===== src/rtl/uart_rx_buffer.sv =====
// uart_rx_buffer: byte FIFO between a UART receiver and a consumer.
// Captures one byte per rising edge of rx_complete, presents the head
// byte show-ahead, drives hysteretic RTS flow control from the fill level,
// and tracks dropped bytes with a sticky flag and a saturating counter.
//
// Handshake: the consumer side is valid/ready. out_data is meaningful only
// while out_valid is high; a byte is consumed on every rising clk100 edge
// where out_valid and out_ready are both high, and out_valid never depends
// on out_ready.
module uart_rx_buffer #(
    parameter int DEPTH_LOG2 = 4,
    parameter int RTS_HIGH   = 12,
    parameter int RTS_LOW    = 4
) (
    input  logic                  clk100,
    input  logic                  reset,
    input  logic [7:0]            rx_data,
    input  logic                  rx_complete,
    output logic [7:0]            out_data,
    output logic                  out_valid,
    input  logic                  out_ready,
    output logic                  rts_n,
    output logic [DEPTH_LOG2:0]   level,
    output logic                  overflow,
    output logic [7:0]            drop_count,
    input  logic                  clear_overflow
);

    localparam int DEPTH = 1 << DEPTH_LOG2;
    localparam int LW    = DEPTH_LOG2 + 1;

    localparam logic [LW-1:0]         DEPTH_L    = LW'(DEPTH);
    localparam logic [LW-1:0]         RTS_HIGH_L = LW'(RTS_HIGH);
    localparam logic [LW-1:0]         RTS_LOW_L  = LW'(RTS_LOW);
    localparam logic [LW-1:0]         LVL_ONE    = LW'(1);
    localparam logic [DEPTH_LOG2-1:0] PTR_ONE    = DEPTH_LOG2'(1);
    localparam logic [7:0]            DROP_MAX   = 8'hFF;

    // Flow-control state; rts_n is this state bit directly, so it is registered.
    typedef enum logic {
        FLOW_ON  = 1'b0,
        FLOW_OFF = 1'b1
    } flow_state_t;

    flow_state_t             flow_q, flow_d;
    logic                    rx_complete_d_q, rx_complete_d_d;
    logic [DEPTH_LOG2-1:0]   wr_ptr_q, wr_ptr_d;
    logic [DEPTH_LOG2-1:0]   rd_ptr_q, rd_ptr_d;
    logic [LW-1:0]           level_q, level_d;
    logic                    overflow_q, overflow_d;
    logic [7:0]              drop_count_q, drop_count_d;
    logic [7:0]              mem_q [DEPTH];

    logic push;
    logic pop;
    logic full;
    logic accept;
    logic drop;

    // Edge detect, FIFO bookkeeping and drop accounting.
    always_comb begin
        rx_complete_d_d = rx_complete;
        push            = rx_complete & ~rx_complete_d_q;
        full            = (level_q == DEPTH_L);
        out_valid       = (level_q != '0);
        pop             = out_valid & out_ready;
        // A push while full still fits if the head leaves on the same edge.
        accept          = push & (~full | pop);
        drop            = push & full & ~pop;

        wr_ptr_d = accept ? (wr_ptr_q + PTR_ONE) : wr_ptr_q;
        rd_ptr_d = pop    ? (rd_ptr_q + PTR_ONE) : rd_ptr_q;

        level_d = level_q;
        case ({accept, pop})
            2'b10:   level_d = level_q + LVL_ONE;
            2'b01:   level_d = level_q - LVL_ONE;
            default: level_d = level_q;
        endcase

        overflow_d   = overflow_q;
        drop_count_d = drop_count_q;
        if (drop) begin
            // A drop outranks a simultaneous clear: the new drop is counted fresh.
            overflow_d   = 1'b1;
            if (clear_overflow) begin
                drop_count_d = 8'd1;
            end else if (drop_count_q != DROP_MAX) begin
                drop_count_d = drop_count_q + 8'd1;
            end
        end else if (clear_overflow) begin
            overflow_d   = 1'b0;
            drop_count_d = 8'd0;
        end
    end

    // Hysteretic flow control driven by the registered level.
    always_comb begin
        flow_d = flow_q;
        case (flow_q)
            FLOW_ON:  if (level_q >= RTS_HIGH_L) flow_d = FLOW_OFF;
            FLOW_OFF: if (level_q <= RTS_LOW_L)  flow_d = FLOW_ON;
            default:  flow_d = FLOW_ON;
        endcase
    end

    // Control state with asynchronous reset; rx_complete_d resets high so a
    // strobe already high at reset release is not mistaken for a new byte.
    always_ff @(posedge clk100 or posedge reset) begin
        if (reset) begin
            rx_complete_d_q <= 1'b1;
            wr_ptr_q        <= '0;
            rd_ptr_q        <= '0;
            level_q         <= '0;
            overflow_q      <= 1'b0;
            drop_count_q    <= 8'd0;
            flow_q          <= FLOW_ON;
        end else begin
            rx_complete_d_q <= rx_complete_d_d;
            wr_ptr_q        <= wr_ptr_d;
            rd_ptr_q        <= rd_ptr_d;
            level_q         <= level_d;
            overflow_q      <= overflow_d;
            drop_count_q    <= drop_count_d;
            flow_q          <= flow_d;
        end
    end

    // Storage array, deliberately not reset.
    always_ff @(posedge clk100) begin
        if (accept) begin
            mem_q[wr_ptr_q] <= rx_data;
        end
    end

    // Output mapping; the head byte is read combinationally (show-ahead).
    always_comb begin
        out_data   = mem_q[rd_ptr_q];
        rts_n      = (flow_q == FLOW_OFF);
        level      = level_q;
        overflow   = overflow_q;
        drop_count = drop_count_q;
    end

endmodule


===== config.mk =====
export PLATFORM = sky130hd
export DESIGN_NAME = uart_rx_buffer
export DESIGN_NICKNAME = d
export VERILOG_FILES = /design/src/rtl/uart_rx_buffer.sv
export SDC_FILE = /design/constraint.sdc
export NUM_CORES = 1
export LEC_CHECK = 0
export ABC_AREA = 1
export BUFFER_PORTS_ARGS = -buffer_cell sky130_fd_sc_hd__buf_2
export CELL_PAD_IN_SITES_DETAIL_PLACEMENT = 0
export CELL_PAD_IN_SITES_GLOBAL_PLACEMENT = 1
export CORE_AREA = 2 2 152 154
export DETAILED_ROUTE_END_ITERATION = 10
export DIE_AREA = 0 0 154 156
export PLACE_DENSITY_LB_ADDON = 0.1
export SLEW_MARGIN = 20
export SYNTH_ARGS = -nofsm -noshare
export SYNTH_HDL_FRONTEND = slang
export SYNTH_SLANG_ARGS = --single-unit

===== constraint.sdc =====
create_clock -name clk100 -period 2 [get_ports clk100]
set_input_delay 0.2 -clock clk100 [delete_from_list [all_inputs] [get_ports clk100]]
set_output_delay 0.2 -clock clk100 [all_outputs]
set_load 0.02 [all_outputs]

# Word-level counts from Yosys, hierarchy flattened
# Memories as Yosys holds them, arrays and structs flattened.
# Cells that the tools add are included.
# classes
addsub	5
magnitude_cmp	2
eq_ne	4
n_mux	12
bitwise	10
n_reduce_logical	5
# ops
cell	count
$mux W8	4
$pmux W5 S2	1
$add A4 B1 Y4 const B	2
$add A8 B1 Y8 const B	1
$ne A8 B8 Y1 const B	1
$mux W1	6
$reduce_bool A2 Y1	3
$add A5 B1 Y5 const B	1
$and A1 B1 Y1	5
$eq A5 B5 Y1 const B	1
$ge A5 B4 Y1 const B	1
$le A5 B3 Y1 const B	1
$reduce_bool A5 Y1	1
$sub A5 B1 Y5 const B	1
$not A1 Y1	4
$eq A2 B1 Y1 const B	1
$eq A2 B2 Y1 const B	1
$pmux W1 S2	1
$reduce_and A2 Y1	1
$or A1 B1 Y1	1
# totals
register_bits	24
ram_bits	128
input_bits	13
output_inout_bits	24
wordCells	46
memories	1
# memory_table
name	depth	word_bits	rd	rd_clocked_by_memory_dff	wr	line_no	rtl
mem_q	16	8	1	0	1	52	logic [7:0] mem_q [DEPTH];

# Longest topological paths before layout
# logic_depth
depth_word	6
mapped_depth	16
mapped_depth_nobuf	16

# Worst setup path before layout
# No wires, ideal clock.
# synth_timing
path_type	reg-to-reg
startpoint	reg level_q[3], in the netlist level[3]
endpoint	reg level_q[4], in the netlist level[4]
setup_ns	0.117
arrival_time_ns	2.097
required_time_ns	1.883
path_slack_ns	-0.215
path_stages_with_launch	17
path_buffers	0
synth_period_minus_slack_ns	2.215
path_cell_list	dfrtp_1 nor2_2 nand3_2 nand2_2 inv_2 ha_1 nand2_1 inv_1 nor2_1 ha_1 inv_1 nand2_1 nand3_1 nand2_1 nand2_1 nand3_1 nand2_1
# synth_between
elab_chain_len	6
word_cells_on_any_way	12
cone_classes	add/sub (2); eq/ne (3); mux (1); bitwise (4); reduce/logical (2)
# synth_lines
element	line_no	rtl
start, declared	49	logic [LW-1:0] level_q, level_d;
start signal, assigned	122	level_q <= level_d;
$reduce_bool A5 Y1 (*)	65	out_valid = (level_q != '0);
named net out_valid	20	output logic out_valid,
$and A1 B1 Y1 (*)	66	pop = out_valid & out_ready;
named net pop	55	logic pop;
$or A1 B1 Y1	68	accept = push & (~full | pop);
$and A1 B1 Y1	68	
$eq A2 B1 Y1 or $eq A2 B2 Y1 (tied branches)	75	case ({accept, pop})
$pmux W5 S2 or $reduce_bool A2 Y1 (tied branches)	n/a	
# The timed path passes the listed nets; every way through them passes the cells marked *.
# A chain may end at the register's enable or synchronous reset.

# Final worst setup path
# layout_timing
startpoint	reg rd_ptr_q[0]
endpoint	out out_data[0]
# layout_between
elab_chain_len	1
# layout_lines
element	line_no	rtl
start, declared	48	logic [DEPTH_LOG2-1:0] rd_ptr_q, rd_ptr_d;
start signal, assigned	121	rd_ptr_q <= rd_ptr_d;
$mem_v2 Z16 W8	n/a	
end, declared	19	output logic [7:0] out_data,
# No other way between the ends.

==> run_results.csv <==
group,metric,value,unit
logic_synthesis,syn-num-nets,608,
status,violations,"setup timing",
timing,fin_skew,11.0,ps
routing,routed_via_density,4.67,
routing,num_vias,4563,
global_routing,use_met2,0.274,
worst_setup_path,worstPathArrival,1880,ps
logic_synthesis,ys_types,36,
final_layout,area_delta_synth_final,32.1,%
floorplan,initial_core_util,0.297,
clock_network,htree_levels,4,
floorplan,dieArea,24000,µm²
clock_network,clkSlewWorstSetupHoldPaths,70,ps
placed_design,place_inst,918,
placed_design,portBuffers,36,
status,outcome,"finished, violations left",
logic_synthesis,synth.ff_latch_count,152,
global_routing,grt_pass1_vias,4592,
logic_synthesis,async_reset_ff_frac,0.158,
global_routing,use_met1,0.190,
floorplan,rows,55,
floorplan,dieWidth,154,µm
floorplan,die_h,156,µm
routing,drt_first_pass_iters,4,
global_routing,grt_max_degree,26,
global_routing,antenna_found_initial,0,
logic_synthesis,syn_area,6630,µm²
global_routing,busiest_layer,"met2",
clock_network,root_buffer,"clkbuf_16",
global_routing,grt_overflow,0,
placed_design,post-place-ws,12.2,ps
timing,max_slew_margin,0.519,
logic_synthesis,synth_seq_area_share,0.670,
timing,max_freq,0.481,GHz
final_layout,multi_input_area,2190,µm²
logic_synthesis,synth_cells,585,
clock_network,cts_tree,"done",
timing,worst_hold_slack,86.3,ps
power,power,13.2,mW
routing,route.detailed.drc,0,
global_routing,use_met3,0.0311,
placed_design,hpwl,10800,µm
global_routing,grt_first_pass_wirelength,27200,µm
placed_design,gp_congestion,0.763,
worst_setup_path,worstSetupPathType,"reg -> out",
timing,slew_violations,0,
logic_synthesis,synth-main-ff-cell,"edfxtp_1",
clock_network,clk_latency,420,ps
worst_setup_path,crit_fanout,6,
global_routing,grt.total_usage,0.152,
final_layout,fin_nets,702,
timing,worst_pin_slew,721,ps
final_layout,drive_gt1_frac,0.327,
timing,setup_slack,-77.8,ps
final_layout,seqCellArea,4450,µm²
worst_setup_path,endpoint_kind,"output port",
clock_network,cts.sinks,152,
final_layout,n_antenna_cell,0,
final_layout,num-fill-cells,2157,
floorplan,ios,37,
logic_synthesis,avgSynthCellArea,11.3,µm²
worst_hold_path,hold_path.class,"in -> reg",
worst_setup_path,critPathLaunchType,"register",
routing,drtAntennaViolNets,0,
routing,first_iter_violations,218,
timing,hold_viol,0,
floorplan,core,22400,µm²
timing,finalSetupViolCount,8,
logic_synthesis,ys_warn_count,0,
clock_network,cts_buffers,17,
power,leakage,3.36,nW
power,peakVddDrop,614,µV
power,power.density,1510,nW/µm²
timing,fin_crit_sh,1.04,
clock_network,clk_path_buf_depth,2,
timing,post-route-min-period,2080,ps
routing,routed_wl,18000,µm
routing,routedWlPerCell,18.5,µm
final_layout,stdcell_count,977,
run,drv_cap,0,
timing,rsz0062_at_grt,"yes",
worst_setup_path,cp_data_required_time,1800,ps
logic_synthesis,synth_edf_count,128,
through the flow:
stage / cell area (µm²) / util / TNS, ps
floorplan: 6670 / - / -19.8
global placement: 7350 / 0.329 / 0
detailed placement: 7350 / 0.329 / 0
CTS: 8430 / 0.377 / -856
global route: 8760 / 0.392 / -1250
finish: 8760 / 0.392 / -458
cell usage in the layout (no fill, tap or decap), drive strengths merged, types with 4 or more instances in the layout:
cell | netlist | final
o211ai | 17 | 17
buf | 20 | 91
o21ai | 45 | 45
clkbuf | 2 | 21
nor2 | 66 | 66
a21oi | 38 | 38
inv | 35 | 43
xor2 | 9 | 9
dfrtp | 23 | 23
edfxtp | 128 | 128
nand3 | 33 | 33
ha | 10 | 10
clkinv | 1 | 4
nand2 | 146 | 146
nor3 | 4 | 4
cell usage after synthesis (3+ instances only):
cell type  instances  area share
a21oi_1           38       0.029
buf_6              4      0.0068
buf_4              3      0.0034
xor2_1             9       0.012
nor2_4             3      0.0051
buf_2             13      0.0098
edfxtp_1         128        0.58
inv_1             29       0.016
o211ai_1          17       0.019
o21ai_1            6      0.0045
ha_1              10       0.019
o21ai_0           38       0.029
nor3_1             4      0.0030
nand2_1          139       0.079
nand3_1           30       0.023
nand2_2            4      0.0038
dfrtp_1           23       0.087
nor2_1            59       0.033
nand2_4            3      0.0051
inv_2              4      0.0023
per-layer routing:
layer / vias to the layer above / wire length [µm]
met4: 0 / 162
met2: 81 / 9320
met1: 2256 / 7990
met5: - / 0
li1: 2211 / -
met3: 15 / 556
layout make-up:
cell class | instances | share of cell area
inverters | 36 | 0.0174
clock inverters | 15 | 0.0227
repair buffers | 97 | 0.113
well taps | 285 | 0.0407
multi-input cells | 375 | 0.250
flip-flops and latches | 152 | 0.508
clock buffers | 17 | 0.0485
final timing paths:
kind	start	endpoint	slack (ps)	depth (start not counted)
setup / recovery	rd_ptr_q[0]	out_data[0]	-80	9
hold / removal	clear_overflow	drop_count[2]	90	4
max in group asynchronous	reset	drop_count[2]	940	4
setup reg to reg	level[1]	level[4]	90	15
min in group asynchronous	reset	rts_n	440	3
hold reg to reg	overflow	overflow	510	2
worst max-delay path, cell delays in order (launching register included):
cell	delay, ps
dfrtp_2	460
buf_12	170
buf_16	150
nor2_4	100
nor2_2	40
o21ai_2	50
o211ai_1	160
nand2_1	120
nand2_1	70
buf_6	130
kinds of logic (layout without fill, tap and decap cells):
group | Yosys count | after routing | synth area share
buffers and inverters | 58 | 165 | 0.0438
AND/OR/NAND/NOR | 253 | 253 | 0.169
adder cells (fa/ha/maj) | 10 | 10 | 0.0189
flip-flops | 152 | 152 | 0.670
AO/OA/AOI/OAI | 102 | 102 | 0.0847
XOR/XNOR | 10 | 10 | 0.0132
repair_timing:
item	4_1_cts	5_1_grt
hold buffers	2	0
resized for setup	61	69
setup endpoints to repair	9	10
hold endpoints to repair	15	0
setup buffers	12	4
pin swaps	19	36
gates cloned	6	5
report_power, final:
group | switching [mW] | internal [mW] | leakage [nW] | total (mW)
sequential | 0.173 | 3.73 | 1.45 | 3.90
combinational | 3.41 | 2.52 | 1.61 | 5.93
clock | 1.46 | 1.92 | 0.300 | 3.38
total | 5.04 | 8.17 | 3.36 | 13.2
state kept, by name, indices dropped and copies added (netlist names):
| register | cells |
|---|---|
| drop_count | 8 |
| level | 5 |
| mem_q | 128 |
| overflow | 1 |
| rd_ptr_q | 4 |
| rts_n | 1 |
| rx_complete_d_q | 1 |
| wr_ptr_q | 4 |
Power figures use the tool's default switching activity.
